<file path="src/rtl/simon_cfg_pkg.sv">
// Shared types and constants for the SIMON key-config AXI4-Lite loader.
package simon_cfg_pkg;

  typedef enum logic [3:0] {
    S_IDLE,
    S_WR,
    S_WR_RESP,
    S_START,
    S_START_RESP,
    S_RD_ADDR,
    S_RD_DATA,
    S_FINISH,
    S_FAULT
  } state_e;

  typedef enum logic [1:0] {
    ERR_NONE    = 2'd0,
    ERR_RESP    = 2'd1,
    ERR_VERIFY  = 2'd2,
    ERR_TIMEOUT = 2'd3
  } err_code_e;

  localparam int unsigned START_ADDR    = 8;
  localparam int unsigned AXI_RESP_OKAY = 0;

  function automatic int unsigned nwords(input int unsigned keylen_bytes);
    return keylen_bytes / 4;
  endfunction

  localparam int unsigned NWORDS = nwords(32);

endpackage

</file>
<file path="src/rtl/simon_cfg_aw_w_issuer.sv">
// Drives the AW/W valid pair for one write; each valid drops on its own
// handshake and o_done flags the cycle in which both have completed.
module simon_cfg_aw_w_issuer (
  input  logic i_clk,
  input  logic i_rst,
  input  logic i_active,
  input  logic i_awready,
  input  logic i_wready,
  output logic o_awvalid,
  output logic o_wvalid,
  output logic o_done
);

  logic r_aw_done;
  logic r_w_done;
  logic w_aw_hs;
  logic w_w_hs;

  assign o_awvalid = i_active && !r_aw_done;
  assign o_wvalid  = i_active && !r_w_done;
  assign w_aw_hs   = o_awvalid && i_awready;
  assign w_w_hs    = o_wvalid && i_wready;
  assign o_done    = i_active && (r_aw_done || w_aw_hs) && (r_w_done || w_w_hs);

  // Dropping i_active (e.g. on timeout) clears both flags, withdrawing the valids.
  always_ff @(posedge i_clk or posedge i_rst) begin
    if (i_rst) begin
      r_aw_done <= 1'b0;
      r_w_done  <= 1'b0;
    end else if (!i_active || o_done) begin
      r_aw_done <= 1'b0;
      r_w_done  <= 1'b0;
    end else begin
      if (w_aw_hs) r_aw_done <= 1'b1;
      if (w_w_hs)  r_w_done  <= 1'b1;
    end
  end

endmodule

</file>
<file path="src/rtl/simon_cfg_loader.sv">
// AXI4-Lite initiator writing a SIMON key into the key-config block, with
// optional start-override write, read-back verify and per-state timeout.
module simon_cfg_loader #(
  parameter int unsigned KEYLEN_BYTES   = 32,
  parameter int unsigned CFG_DATA_WIDTH = 32,
  parameter int unsigned CFG_ADDR_WIDTH = 32,
  parameter int unsigned CFG_PROT_WIDTH = 1,
  parameter int unsigned CFG_RESP_WIDTH = 2,
  parameter int unsigned CFG_STRB_WIDTH = 4,
  parameter int unsigned START_OVERRIDE = 0,
  parameter int unsigned VERIFY_EN      = 1,
  parameter int unsigned TIMEOUT_CYCLES = 1024
) (
  input  logic                      clk,
  input  logic                      rst,
  input  logic                      load_valid,
  input  logic [KEYLEN_BYTES*8-1:0] load_key,
  output logic                      load_ready,
  output logic                      done,
  output logic                      error,
  output logic [1:0]                err_code,
  output logic [CFG_ADDR_WIDTH-1:0] simon_cfg_awaddr,
  output logic [CFG_PROT_WIDTH-1:0] simon_cfg_awprot,
  output logic                      simon_cfg_awvalid,
  input  logic                      simon_cfg_awready,
  output logic [CFG_DATA_WIDTH-1:0] simon_cfg_wdata,
  output logic [CFG_STRB_WIDTH-1:0] simon_cfg_wstrb,
  output logic                      simon_cfg_wvalid,
  input  logic                      simon_cfg_wready,
  input  logic [CFG_RESP_WIDTH-1:0] simon_cfg_bresp,
  input  logic                      simon_cfg_bvalid,
  output logic                      simon_cfg_bready,
  output logic [CFG_ADDR_WIDTH-1:0] simon_cfg_araddr,
  output logic [CFG_PROT_WIDTH-1:0] simon_cfg_arprot,
  output logic                      simon_cfg_arvalid,
  input  logic                      simon_cfg_arready,
  input  logic [CFG_DATA_WIDTH-1:0] simon_cfg_rdata,
  input  logic [CFG_RESP_WIDTH-1:0] simon_cfg_rresp,
  input  logic                      simon_cfg_rvalid,
  output logic                      simon_cfg_rready
);

  import simon_cfg_pkg::*;

  localparam int unsigned NW   = nwords(KEYLEN_BYTES);
  localparam int unsigned IDXW = (NW > 1) ? $clog2(NW) : 1;
  localparam int unsigned TCW  = $clog2(TIMEOUT_CYCLES + 1);

  state_e                      r_state;
  state_e                      w_state_nxt;
  state_e                      w_after_key;
  state_e                      w_after_start;
  err_code_e                   r_err_code;
  err_code_e                   w_code_nxt;
  logic                        r_error;
  logic [KEYLEN_BYTES*8-1:0]   r_key;
  logic [IDXW-1:0]             r_idx;
  logic [TCW-1:0]              r_tcnt;
  logic [CFG_DATA_WIDTH-1:0]   w_key_word;
  logic                        w_last;
  logic                        w_accept;
  logic                        w_to;
  logic                        w_iss_active;
  logic                        w_iss_done;

  assign w_key_word = r_key[int'(r_idx) * CFG_DATA_WIDTH +: CFG_DATA_WIDTH];
  assign w_last     = (r_idx == IDXW'(NW - 1));
  assign w_accept   = (r_state == S_IDLE) && load_valid;
  assign w_to       = (r_tcnt == TCW'(TIMEOUT_CYCLES - 1));

  simon_cfg_aw_w_issuer u_issuer (
    .i_clk     (clk),
    .i_rst     (rst),
    .i_active  (w_iss_active),
    .i_awready (simon_cfg_awready),
    .i_wready  (simon_cfg_wready),
    .o_awvalid (simon_cfg_awvalid),
    .o_wvalid  (simon_cfg_wvalid),
    .o_done    (w_iss_done)
  );

  always_ff @(posedge clk or posedge rst) begin
    if (rst) r_state <= S_IDLE;
    else     r_state <= w_state_nxt;
  end

  always_comb begin
    w_after_start = (VERIFY_EN != 0) ? S_RD_ADDR : S_FINISH;
    w_after_key   = (START_OVERRIDE != 0) ? S_START : w_after_start;
    w_state_nxt   = r_state;
    w_code_nxt    = ERR_NONE;
    unique case (r_state)
      S_IDLE: if (load_valid) w_state_nxt = S_WR;
      S_WR, S_START: begin
        if (w_iss_done) w_state_nxt = (r_state == S_WR) ? S_WR_RESP : S_START_RESP;
        else if (w_to) begin
          w_state_nxt = S_FAULT;
          w_code_nxt  = ERR_TIMEOUT;
        end
      end
      S_WR_RESP, S_START_RESP: begin
        if (simon_cfg_bvalid) begin
          if (simon_cfg_bresp != CFG_RESP_WIDTH'(AXI_RESP_OKAY)) begin
            w_state_nxt = S_FAULT;
            w_code_nxt  = ERR_RESP;
          end else if (r_state == S_START_RESP) w_state_nxt = w_after_start;
          else if (w_last)                      w_state_nxt = w_after_key;
          else                                  w_state_nxt = S_WR;
        end else if (w_to) begin
          w_state_nxt = S_FAULT;
          w_code_nxt  = ERR_TIMEOUT;
        end
      end
      S_RD_ADDR: begin
        if (simon_cfg_arready) w_state_nxt = S_RD_DATA;
        else if (w_to) begin
          w_state_nxt = S_FAULT;
          w_code_nxt  = ERR_TIMEOUT;
        end
      end
      S_RD_DATA: begin
        if (simon_cfg_rvalid) begin
          if (simon_cfg_rresp != CFG_RESP_WIDTH'(AXI_RESP_OKAY)) begin
            w_state_nxt = S_FAULT;
            w_code_nxt  = ERR_RESP;
          end else if (simon_cfg_rdata != w_key_word) begin
            w_state_nxt = S_FAULT;
            w_code_nxt  = ERR_VERIFY;
          end else w_state_nxt = w_last ? S_FINISH : S_RD_ADDR;
        end else if (w_to) begin
          w_state_nxt = S_FAULT;
          w_code_nxt  = ERR_TIMEOUT;
        end
      end
      S_FINISH, S_FAULT: w_state_nxt = S_IDLE;
      default:           w_state_nxt = S_IDLE;
    endcase
  end

  // Word index is reused by the read pass, so it rewinds when entering it from a write response.
  always_ff @(posedge clk or posedge rst) begin
    if (rst) begin
      r_key      <= '0;
      r_idx      <= '0;
      r_tcnt     <= '0;
      r_error    <= 1'b0;
      r_err_code <= ERR_NONE;
    end else begin
      r_tcnt <= (w_state_nxt != r_state || r_state == S_IDLE) ? '0 : r_tcnt + 1'b1;
      if (w_accept) begin
        r_key      <= load_key;
        r_idx      <= '0;
        r_error    <= 1'b0;
        r_err_code <= ERR_NONE;
      end else if (w_state_nxt == S_FAULT) begin
        r_error    <= 1'b1;
        r_err_code <= w_code_nxt;
      end else if ((r_state == S_WR_RESP && w_state_nxt == S_WR) ||
                   (r_state == S_RD_DATA && w_state_nxt == S_RD_ADDR)) begin
        r_idx <= r_idx + 1'b1;
      end else if (w_state_nxt == S_RD_ADDR) begin
        r_idx <= '0;
      end
    end
  end

  always_comb begin
    load_ready        = (r_state == S_IDLE);
    done              = (r_state == S_FINISH) || (r_state == S_FAULT);
    w_iss_active      = 1'b0;
    simon_cfg_awaddr  = '0;
    simon_cfg_wdata   = '0;
    simon_cfg_araddr  = '0;
    simon_cfg_bready  = 1'b0;
    simon_cfg_arvalid = 1'b0;
    simon_cfg_rready  = 1'b0;
    unique case (r_state)
      S_WR: begin
        w_iss_active     = 1'b1;
        simon_cfg_awaddr = CFG_ADDR_WIDTH'(r_idx);
        simon_cfg_wdata  = w_key_word;
      end
      S_START: begin
        w_iss_active     = 1'b1;
        simon_cfg_awaddr = CFG_ADDR_WIDTH'(START_ADDR);
      end
      S_WR_RESP, S_START_RESP: simon_cfg_bready = 1'b1;
      S_RD_ADDR: begin
        simon_cfg_arvalid = 1'b1;
        simon_cfg_araddr  = CFG_ADDR_WIDTH'(r_idx);
      end
      S_RD_DATA: simon_cfg_rready = 1'b1;
      default: ;
    endcase
  end

  assign error            = r_error;
  assign err_code         = r_err_code;
  assign simon_cfg_awprot = '0;
  assign simon_cfg_arprot = '0;
  assign simon_cfg_wstrb  = '1;

endmodule
</file>
<file path="config.mk">
export PLATFORM = sky130hd
export DESIGN_NAME = simon_cfg_loader
export DESIGN_NICKNAME = d
export VERILOG_FILES = /design/src/rtl/simon_cfg_pkg.sv /design/src/rtl/simon_cfg_aw_w_issuer.sv /design/src/rtl/simon_cfg_loader.sv
export SDC_FILE = /design/constraint.sdc
export NUM_CORES = 1
export LEC_CHECK = 0
export ABC_CLOCK_PERIOD_IN_PS = 20000
export BUFFER_PORTS_ARGS = -buffer_cell sky130_fd_sc_hd__buf_2
export CORE_ASPECT_RATIO = 1.5
export CORE_UTILIZATION = 36
export DETAILED_ROUTE_END_ITERATION = 7
export PLACE_DENSITY_LB_ADDON = 0.12
export SLEW_MARGIN = 10
export SYNTH_ARGS = -nofsm -noshare
export SYNTH_HDL_FRONTEND = slang
export SYNTH_SLANG_ARGS = --single-unit
</file>
<file path="constraint.sdc">
create_clock -name clk -period 20 [get_ports clk]
set_clock_uncertainty 0.05 [all_clocks]
set_input_delay 1 -clock clk [delete_from_list [all_inputs] [get_ports clk]]
set_output_delay 1 -clock clk [all_outputs]
set_load 0.05 [all_outputs]
</file>
* Word level (Yosys, flattened, before mapping)
Cells that the tools add are included.
** Storage, ports and cells
- Input bits :: 300
- Word-level logic and storage cells :: 98
- Memory bits (writable) :: 0
- Memories :: 0
- Output and inout bits :: 112
- Register bits after elaboration :: 279
- Memory bits (read-only) :: 0
- Latch bits :: 0
** Operators by class
- Eq/ne operators :: 16
- Shifts and indexed selects :: 1
- $lt $le $gt $ge :: 0
- Multiply operators :: 0
- Bitwise logic cells :: 0
- $add $sub $neg :: 2
- Divide/modulo/power cells :: 0
- Reductions and logical operators :: 28
- Muxes and demuxes :: 43
** Operators by type and width (count)
- $shiftx A256 B9 Y32 :: 1
- $mux W4 :: 9
- $mux W32 :: 1
- $ne A32 B32 Y1 :: 1
- $mux W3 :: 8
- $eq A4 B3 Y1 const B :: 5
- $mux W2 :: 10
- $pmux W4 S5 :: 1
- $add A11 B1 Y11 const B :: 1
- $eq A11 B10 Y1 const B :: 1
- $mux W1 :: 11
- $mux W11 :: 1
- $reduce_bool A2 Y1 :: 5
- $logic_and A1 B1 Y1 :: 9
- $eq A4 B1 Y1 const B :: 2
- $eq A4 B2 Y1 const B :: 2
- $eq A4 B4 Y1 const B :: 2
- $pmux W2 S4 :: 1
- $pmux W4 S2 :: 1
- $logic_or A1 B1 Y1 :: 6
- $logic_not A4 Y1 :: 1
- $ne A4 B4 Y1 :: 1
- $reduce_or A2 Y1 :: 2
- $add A3 B1 Y3 const B :: 1
- other kinds (5) :: 7

* Longest topological paths before layout
Gate-level depths: netlist (run 1).
- Depth after elaboration :: 16
- Mapped depth :: 13
- Gate-level depth less buffers :: 10

* By module
A second synthesis (run 1) with hierarchy kept.
** Second synthesis, totals
- Cells, all modules :: 1649
- Area, all modules :: 14177.3 sq um
** Modules (own cells, without submodules)
- simon_cfg_loader :: cells each 1639, seq. area each 6931.6 sq um, instances 1, area each 14076.0 sq um
- simon_cfg_aw_w_issuer :: cells each 10, seq. area each 50.0 sq um, instances 1, area each 101.3 sq um

* Worst setup path before layout (run 1)
No wires, ideal clock.
- Path kind :: register -> register
- From :: reg r_state[0]
- To :: reg r_key[144]
- Stages on the path, launching flop included :: 9
- Required time :: 19885 ps
- Setup time :: 65 ps
- Period minus slack after synthesis :: 3585 ps
- Arrival :: 3470 ps
- Path buffers :: 4
- Setup slack :: 16415 ps
- Cell sequence :: dfrtp_1 > clkbuf_1 > nor4_1 > and2_1 > clkbuf_1 > clkbuf_1 > clkbuf_1 > nand2_1 > nand2_1
** On the way
- Longest elaborated chain between the ends :: 2
** Ends and longest elaborated chain
- start, declared :: RTL line simon_cfg_loader.sv:49 : state_e r_state;
- start signal, assigned :: RTL line simon_cfg_loader.sv:84 : else r_state <= w_state_nxt;
- $logic_not A4 Y1
- via load_ready :: RTL line simon_cfg_loader.sv:18 : output logic load_ready,
- $logic_and A1 B1 Y1 :: RTL line simon_cfg_loader.sv:68 : assign w_accept = (r_state == S_IDLE) && load_valid;
- end signal, assigned :: RTL line simon_cfg_loader.sv:151 : r_key <= load_key;
- end, declared :: RTL line simon_cfg_loader.sv:56 : logic [KEYLEN_BYTES*8-1:0] r_key;
The timed path passes the listed nets, and every way through them passes these cells.
A chain may end at the register's enable or synchronous reset.

* Final worst setup path (run 1)
- From :: reg r_idx[0]
- To :: out simon_cfg_wdata[25]
** On the way
- Longest elaborated chain between the ends :: 2
** Ends and longest elaborated chain
- start, declared :: RTL line simon_cfg_loader.sv:57 : logic [IDXW-1:0] r_idx;
- start signal, assigned :: RTL line simon_cfg_loader.sv:160 : r_idx <= r_idx + 1'b1;
- $shiftx A256 B9 Y32 :: RTL line simon_cfg_loader.sv:66 : assign w_key_word = r_key[int'(r_idx) * CFG_DATA_WIDTH +: CFG_DATA_WIDTH];
- $mux W32 :: RTL line simon_cfg_loader.sv:177 : unique case (r_state)
- end, declared :: RTL line simon_cfg_loader.sv:26 : output logic [CFG_DATA_WIDTH-1:0] simon_cfg_wdata,
No other way between the ends.

==> flow_summary.yaml, run 1 <==
setup_path:
  max_stage_delay_ps: 1020
  rr_worst_depth: 9
  reg2reg_from: "r_idx[0]"
  cp_top_family: "multiplexers"
  cp_max_fo: 49
  crit_type: "reg2out"
  end_kind: "output pin"
  crit_chain: "buf_4 -> mux4_1 -> mux2i_1 -> nor2_1 -> buf_2"
  reg2reg_setup_slack_ps: 15350
  crit_path_start_kind: "register"
  critical-path-slowest-cell: "dfrtp_4"
  crit_buf_inv: 2
  arrival_ps: 3970
  worstPathRequired_ps: 18950
  r2r_end: "r_idx[2]"
floorplan:
  coreArea_mm2: 0.0379
  fp.dieW_um: 163
  io_pins: 412
  initial_core_util_pct: 36.8
  dieArea_mm2: 0.0395
  num_rows: 87
  die_h_um: 243
timing:
  slew_viol_final: 0
  clock.fmax_ghz: 0.199
  fin_crit_sh_pct: 25.1
  tns_ps: 0
  tightest_slew_ps: 1260
  timing.final.ws_setup_ps: 14980
  setup_viol: 0
  fin_crit_ps: 5020
  hold_violations: 0
  relSlewSlack_pct: 16.1
  rsz0062_at_grt: "no"
min_path:
  min_to: "r_key[199]"
  hold-path-cell-count: 2
  hold_path.class: "reg2reg"
  min_from: "r_key[199]"
logic_synthesis:
  synth.distinct_cells: 57
  synth_edf_count: 0
  synth_ff_type: "dfrtp_1"
  syn_inst: 1575
  yosysSeqAreaShare_pct: 50.1
  netlist_area_mm2: 0.0139
  syn_area_per_cell_um2: 8.84
  yosys_warnings: 0
  async_reset_ff_share_pct: 100
  ys_seq_elements: 279
detailed_routing:
  drt_iter0_markers: 749
  via_per_inst: 4.84
  drtAntennaViolNets: 0
  wl_per_cell_um: 19.4
  routed_wl_um: 46300
  first_pass_iters: 5
  drc: 0
  vias: 11600
clocking:
  cts.repair.resized: 0
  htree_levels: 1
  clk_pin_slew_ps: 70
  cts_tree: "yes"
  cts_hold_buf: 0
  cts_sinks: 279
  numCtsBuffers: 29
  clock_path_buffers: 3
  post_cts_buffers: 0
  clockRootBuffer: "clkbuf_16"
  worstSkewPairLatency_ps: 560
layout:
  syn_to_final_growth_pct: 19.6
  final_common_cell: "nand2_1"
  drive_gt1_share_pct: 24.1
  fin_nets: 2179
  final_cell_mix: "nand2_1, buf_2, dfrtp_1, nor2_1, mux2i_1"
power:
  peakVddDrop_mv: 0.0923
  p_per_area_mw_per_mm2: 145
  leakagePower_uw: 0.00883
run:
  maxCapViolations: 0
global_routing:
  track_usage_pct: 23.3
  grt_pass1_vias: 11600
  grt_max_degree: 118
  grt.overflow.total: 0
  grt_pass1_wl_um: 69000
  antenna_found_initial: 5
placed_design:
  io_buffers: 348
  gp_congestion: 0.901
  hpwl_um: 34200
  dp_slack_ps: 15390
outcome:
  status: "finished, final reports clean"
## area by class of cell
class | instances | area (µm²)
clock buffer | 44 | 832
clock inverter | 7 | 113
antenna | 3 | 7.51
inverter | 9 | 41.3
timing repair buffer | 359 | 1820
sequential | 279 | 6990
multi-input combinational | 1198 | 6250
fill | 3855 | 21200
tap | 489 | 612
## worst max-delay path by stage
stage	start	end	slack, ps	cells past startpoint
after floorplan	rst	err_code[0]	11260	1
after global placement	r_idx[0]	r_idx[2]	15480	9
after detailed placement	r_idx[0]	r_idx[2]	15390	10
after CTS	r_idx[0]	simon_cfg_wdata[25]	14900	5
after global routing	r_idx[0]	simon_cfg_wdata[25]	14800	5
final	r_idx[0]	simon_cfg_wdata[25]	14980	5
## tightest hold or removal path: cells and delay by family (launching register included)
family        cells  cell delay (ps)
simple gates      2              100
flops             1              330
## cells in the mapped netlist, drive strengths merged (2+ instances only)
master / number / area share (%)
nor3b: 3 / 0.16
nand3b: 3 / 0.16
nor3: 4 / 0.14
clkbuf: 63 / 1.7
nand3: 7 / 0.25
a22oi: 28 / 1.5
xnor2: 7 / 0.44
a41o: 2 / 0.15
nor2b: 5 / 0.22
conb: 2 / 0.054
nor2: 68 / 1.9
o21a: 2 / 0.11
and2: 6 / 0.29
inv: 9 / 0.24
mux2i: 66 / 4.9
dfrtp: 279 / 50
nand2b: 4 / 0.18
buf: 87 / 4.9
a21oi: 10 / 0.41
o21ai: 18 / 0.65
ha: 3 / 0.27
mux4: 36 / 5.8
and3: 2 / 0.090
nand2: 800 / 22
xor2: 32 / 2.0
o31ai: 2 / 0.11
nor4: 4 / 0.22
nand4: 6 / 0.27
## per-stage QoR
step,instances,hold slack (ps),util [%],total power [µW],cell area (µm²)
floorplan,1636,387,-,1600,14200
global placement,2334,402,41.5,1870,15700
detailed placement,2334,407,41.5,1880,15700
CTS,2385,422,44.0,2440,16700
global route,2387,442,44.0,2580,16700
finish,2388,416,44.0,2420,16700
## cell families after synthesis
family	after synthesis	share of synthesized area [%]
buffers and inverters	159	6.80
AOI/OAI and AO/OA	72	3.65
adders and majority gates	3	0.269
and+or+nand+nor	918	25.8
DFF	279	50.1
other	2	0.0539
muxes	103	10.9
xor gates and xnor gates	39	2.45
## metal layers
layer | GRT usage [%] | vias up | share of wire (%) | wire length (µm)
li1 | - | 5511 | - | -
met1 | 31.2 | 5571 | 43 | 19900
met2 | 39.1 | 394 | 49 | 22600
met3 | 2.41 | 74 | 5.1 | 2360
met4 | 7.83 | 2 | 3.1 | 1420
met5 | 0 | - | 0.028 | 13
## power breakdown
part	switching, µW	internal (µW)
logic	605	286
clock network	229	323
registers	155	821
total	989	1430
## state kept, by name, indices dropped and copies added (netlist names)
signal,flops
r_key,256
r_tcnt,11
r_state,4
r_idx,3
err_code,2
error,1
u_issuer.r_aw_done,1
u_issuer.r_w_done,1
Note: power is estimated with default switching activity, not from simulation.
==> run 2, diff against run 1 <==
ABC_AREA = 1   (was default)
ABC_CLOCK_PERIOD_IN_PS = 4050   (was 20000)
clock period = 4.05 ns   (was 20 ns; I/O delays follow)
==> run 2 against run 1 <==
Against the previous run: first-iteration DRC count increased by 36%; total power grew to 6.2 times the previous value; synthesized cell count is 31% higher; worst hold slack got worse by 360 ps; critical path type is now reg2reg.
==> flow_summary.yaml, run 2 <==
layout:
  finalInstanceArea_mm2: 0.0205
  drive_gt1_share_pct: 17.2
  final_core_util_pct: 50.5
  final_cell_mix: "nand2_1, buf_2, inv_1, dfrtp_1, dlygate4sd3_1"
  final_common_cell: "nand2_1"
  final.fill_count: 4024
  top_register: "r_key"
  largest_reg_flops: 256
  top_regs: "r_key: 256 flops, r_tcnt: 11 flops, r_state: 4 flops"
  fin_nets: 2915
  syn_to_final_growth_pct: 37.5
detailed_routing:
  wl_per_cell_um: 17.6
  vias: 15000
  drtAntennaViolNets: 0
  drt_iter0_markers: 1018
  drc: 0
  via_per_inst: 4.76
  routed_wl_um: 55400
  first_pass_iters: 5
setup_path:
  critPathCapture: "r_tcnt[10]"
  end_kind: "register"
  cp-startpoint: "r_idx[0]"
  r2r_end: "r_tcnt[10]"
  worstPathRequired_ps: 4490
  rr_worst_depth: 18
  cp_max_fo: 24
  reg2reg_from: "r_idx[0]"
  crit_type: "reg2reg"
  reg2reg_setup_slack_ps: 480
  crit_path_start_kind: "register"
  arrival_ps: 4010
timing:
  holdWs_ps: 60.3
  setup_viol: 0
  hold_violations: 0
  tightest_slew_ps: 896
  tns_ps: 0
  timing.final.ws_setup_ps: 478
  fin_crit_ps: 3570
  rsz0062_at_grt: "no"
  clock.fmax_ghz: 0.280
  slew_viol_final: 0
  relSlewSlack_pct: 40.3
  fin_crit_sh_pct: 88.2
placed_design:
  placed_area_mm2: 0.0168
  hpwl_um: 38500
  dp_slack_ps: 122
  gp_congestion: 0.884
  io_buffers: 348
logic_synthesis:
  synth_ff_type: "dfrtp_1"
  synthTopCellsByArea: "dfrtp_1, nand2_1, o21ai_0"
  syn_area_per_cell_um2: 7.22
  synth_most_common_cell: "nand2_1"
  ys_seq_elements: 279
  synth.largest_area_cell: "dfrtp_1"
  synth_edf_count: 0
  netlist_area_mm2: 0.0149
  syn_inst: 2064
  synth.distinct_cells: 37
  async_reset_ff_share_pct: 100
  yosysSeqAreaShare_pct: 46.9
  yosys_warnings: 0
  synth_common_cells: "nand2_1, inv_1, dfrtp_1, o21ai_0, nand3_1"
  synth_top_cell_area_share_pct: 46.9
clocking:
  clockRootBuffer: "clkbuf_16"
  cts_tree: "yes"
  clock_path_buffers: 3
  clk_pin_slew_ps: 60
  cts_sinks: 279
  numCtsBuffers: 31
  worstSkewPairLatency_ps: 600
  htree_levels: 1
min_path:
  hold_path.class: "in2reg"
global_routing:
  grt_pass1_vias: 15000
  grt_max_degree: 217
  antenna_found_initial: 6
  track_usage_pct: 26.0
  grt_pass1_wl_um: 83900
  grt.overflow.total: 0
power:
  p_int_uw: 7890
  pwr-share-comb_pct: 50.4
  p_clk_share_pct: 19.5
  p_per_area_mw_per_mm2: 732
  leakagePower_uw: 0.0106
  peakVddDrop_mv: 0.498
  power_frac_seq_pct: 30.1
  switching_power_uw: 7110
  p_sw_share_pct: 47.4
floorplan:
  die_h_um: 251
  io_pins: 412
  initial_core_util_pct: 36.7
  fp.dieW_um: 168
  dieArea_mm2: 0.0422
  num_rows: 90
  coreArea_mm2: 0.0405
outcome:
  status: "finished, final reports clean"
run:
  maxCapViolations: 0
[run 2: cell types whose count changed in the layout (fill, tap and decap cells not counted), sizes merged, moves of 16 or more]
| cell | change |
|---|---|
| mux4 | -36 |
| nor2 | +22 |
| mux2i | -66 |
| nand2 | -103 |
| nand3 | +207 |
| o21ai | +231 |
| dlygate4sd3 | +262 |
| nor3 | +16 |
| a22oi | -28 |
| inv | +285 |
| xor2 | -29 |
[run 2: metrics by stage]
stage	cells	power, µW
floorplan	2125	9730
global placement	2822	11800
detailed placement	2822	11900
CTS	3140	15100
global route	3146	16100
finish	3146	15000
[run 2: area by class of cell]
| class | instances | area [µm²] | area share, % |
|---|---|---|---|
| diodes | 5 | 12.5 | 0.0611 |
| clock buffers | 41 | 863 | 4.22 |
| clock inverters | 15 | 180 | 0.880 |
| inverters | 295 | 1120 | 5.47 |
| multi-input cells | 1376 | 6040 | 29.5 |
| flip-flops and latches | 279 | 6990 | 34.1 |
| well taps | 506 | 633 | 3.09 |
| repair buffers | 629 | 4640 | 22.7 |
[run 2: worst min-delay path by stage]
stage	startpoint	endpoint	slack [ps]	depth (start not counted)
floorplan	load_key[132]	r_key[132]	260	2
global placement	rst	r_key[148]	230	2
detailed placement	rst	r_key[148]	220	2
CTS	simon_cfg_bresp[0]	err_code[0]	20	5
global route	simon_cfg_bvalid	err_code[0]	50	5
finish	simon_cfg_bresp[0]	err_code[0]	60	5
[run 2: timing repair]
| item | CTS | global route |
|---|---|---|
| buffers inserted | 0 | 1 |
| hold endpoints to repair | 281 | 0 |
| setup endpoints to repair | 0 | 11 |
| hold buffers | 262 | 0 |
| resized for setup | 0 | 1 |
[run 2: per-layer routing]
layer  global-route usage [%]  vias up  wire, µm
li1                         -     7351         -
met1                     32.7     7038     23000
met2                     44.9      486     27300
met3                     2.91      104      2590
met4                     11.9        2      2480
met5                        0        -        12
[run 2: worst max-delay path, cell delays in order (launching register included)]
cell     delay [ps]
dfrtp_4         620
inv_4           240
buf_4           330
nand2_1          80
nand3_1         120
nand3_1         250
nand2_1         180
nand2_1          60
nand2_1          60
nand3_1          70
nor2_1          130
nand2_1         130
nor2_2          140
nand3_1         100
nand2_2         130
nand3_2          80
nand3_1         120
nand3_2         300
nor3_1          270
[run 2: cell families after synthesis]
group / synth area share [%]
xor gates and xnor gates: 0.235
adders and majority gates: 0.252
AOI/OAI and AO/OA: 9.61
other: 0.0504
and+or+nand+nor: 28.8
DFF: 46.9
buffers and inverters: 14.2
[run 2: power groups by stage]
stage          clock (µW)  sequential (µW)  combinational, µW
2_1_floorplan           0             4460               5270
3_3_place_gp            0             4540               7270
3_5_place_dp            0             4570               7360
4_1_cts              3000             4520               7590
5_1_grt              3090             4650               8400
6_report             2920             4520               7560
==> run 3, diff against run 2 <==
CORE_UTILIZATION = 42   (was 36)
==> run 3 against run 2 <==
Against the previous run: total power is 0.62% lower; count of clock-buffer cells in the layout is 1 lower; register-to-register slack better by 80 ps; combinational power is 2.8% higher; non-clock buffer count is 4 higher; sequential cell count stayed put; critical endpoint unchanged; highest routed layer unchanged.
==> flow_summary.yaml, run 3 (synthesized netlist as in run 2, its figures left out) <==
detailed_routing:
  drt_iter0_markers: 1034
  via_per_inst: 4.91
  wl_met3_um: 3050
  routed_wl_um: 55400
  wl_met2_um: 27000
  wl_met1_um: 22200
  vias: 15300
  drtAntennaViolNets: 0
  first_pass_iters: 6
  wl_per_cell_um: 17.8
  drc: 0
  topRoutingLayerUsed: "met5"
power:
  power_frac_seq_pct: 30.3
  p_sw_share_pct: 47.8
  leakagePower_uw: 0.0106
  p_clk_share_pct: 17.6
  p_int_uw: 7780
  switching_power_uw: 7120
  p_per_area_mw_per_mm2: 732
  peakVddDrop_mv: 0.420
  pwr-share-comb_pct: 52.1
placed_design:
  gp_congestion: 0.973
  io_buffers: 348
  placed_area_mm2: 0.0168
  hpwl_um: 38400
clocking:
  clk_pin_slew_ps: 60
  cts_tree: "yes"
  cts_sinks: 279
  clockRootBuffer: "clkbuf_16"
  clock_path_buffers: 3
  worstSkewPairLatency_ps: 550
  numCtsBuffers: 27
  htree_levels: 1
timing:
  rsz0062_at_grt: "no"
  relSlewSlack_pct: 50.9
  tns_ps: 0
  setup_viol: 0
  fin_crit_sh_pct: 86.4
  fin_crit_ps: 3500
  slew_viol_final: 0
  clock.fmax_ghz: 0.286
  tightest_slew_ps: 736
  hold_violations: 0
setup_path:
  rr_worst_depth: 18
  r2r_end: "r_tcnt[10]"
  end_kind: "register"
  cp_max_fo: 58
  crit_path_start_kind: "register"
  crit_type: "reg2reg"
  reg2reg_setup_slack_ps: 550
  arrival_ps: 3910
  reg2reg_from: "r_idx[0]"
  worstPathRequired_ps: 4470
floorplan:
  fp.dieW_um: 156
  num_rows: 84
  initial_core_util_pct: 42.6
  io_pins: 412
  dieArea_mm2: 0.0362
  coreArea_mm2: 0.0350
  die_h_um: 233
global_routing:
  track_usage_pct: 30.7
  antenna_found_initial: 6
  grt_pass1_vias: 15200
  grt_max_degree: 149
  grt_pass1_wl_um: 84000
  grt.overflow.total: 0
min_path:
  hold_path.class: "in2reg"
  hold-path-cell-count: 5
  min_from: "simon_cfg_arready"
  min_to: "r_state[2]"
layout:
  finalInstanceArea_mm2: 0.0204
  final_cell_mix: "nand2_1, buf_2, inv_1, dfrtp_1, dlygate4sd3_1"
  fin_nets: 2915
  largest_reg_flops: 256
  final_core_util_pct: 58.2
  syn_to_final_growth_pct: 36.7
  final_common_cell: "nand2_1"
  register_area_mm2: 0.00699
  drive_gt1_share_pct: 17.0
  top_register: "r_key"
  final.fill_count: 3264
  multi_input_comb_area_mm2: 0.00603
  top_regs: "r_key: 256 flops, r_tcnt: 11 flops, r_state: 4 flops"
run:
  maxCapViolations: 0
outcome:
  status: "finished, final reports clean"
==> run 3: cell types whose count changed in the layout (fill, tap and decap cells not counted), sizes merged <==
cell	before	now
clkinv	10	7
clkbuf	41	40
inv	294	292
bufinv	3	2
buf	367	372
clkinvlp	3	1
dlygate4sd3	262	261
==> run 3: layer usage <==
metal  vias to the layer above  track usage [%]
li1                       7340                -
met1                      7165             37.2
met2                       601             52.8
met3                       145             3.74
met4                         2             17.4
met5                         -                0
==> run 3: final cells by class <==
class                   count  share of cell area (%)
clock inverters             7                   0.418
well taps                 473                    2.91
flip-flops and latches    279                    34.3
clock buffers              40                    4.00
repair buffers            633                    23.2
multi-input cells        1376                    29.6
inverters                 295                    5.50
diodes                      5                  0.0614
==> run 3: how the worst max path moves through the flow <==
stage | from | to | slack, ps | depth (start not counted)
CTS | r_idx[0] | r_tcnt[10] | 220 | 18
floorplan | rst | err_code[0] | 100 | 1
finish | r_idx[0] | r_tcnt[10] | 550 | 18
global route | r_idx[0] | r_tcnt[1] | 200 | 18
global placement | r_idx[0] | r_tcnt[10] | 320 | 18
detailed placement | r_idx[0] | r_tcnt[10] | 240 | 18
==> run 3: critical path, stage by stage, from the launching register on <==
cell and delay, ps:
dfrtp_4 550, inv_4 240, buf_12 290, nand2_1 80, nand3_1 270, nand3_1 220
nand2_1 140, nand2_1 60, nand2_1 50, nand3_1 60, nor2_1 150, nand2_1 100
nor2_2 140, nand3_1 90, nand2_2 120, nand3_2 70, nand3_1 110, nand3_2 290
nor3_1 250
==> run 3: what timing repair did <==
item,4_1_cts,5_1_grt
hold buffers,261,0
endpoints found under the setup margin,0,11
hold endpoints to repair,276,0
setup buffers,0,1
resized for setup,0,1
==> run 3: per-stage QoR <==
step	total power, µW	cells	setup WS (ps)	hold WS [ps]
after floorplan	9730	2125	104	262
after global placement	12000	2794	316	208
after detailed placement	12100	2794	237	208
after CTS	14900	3102	216	6.22
after global routing	16000	3108	199	42.9
final	14900	3108	553	31.3
==> run 3: power groups by stage <==
stage / combinational (µW) / sequential, µW / clock [µW]
6_report: 7770 / 4510 / 2620
3_5_place_dp: 7540 / 4550 / 0
2_1_floorplan: 5270 / 4460 / 0
4_1_cts: 7770 / 4500 / 2660
3_3_place_gp: 7470 / 4520 / 0
5_1_grt: 8610 / 4620 / 2760
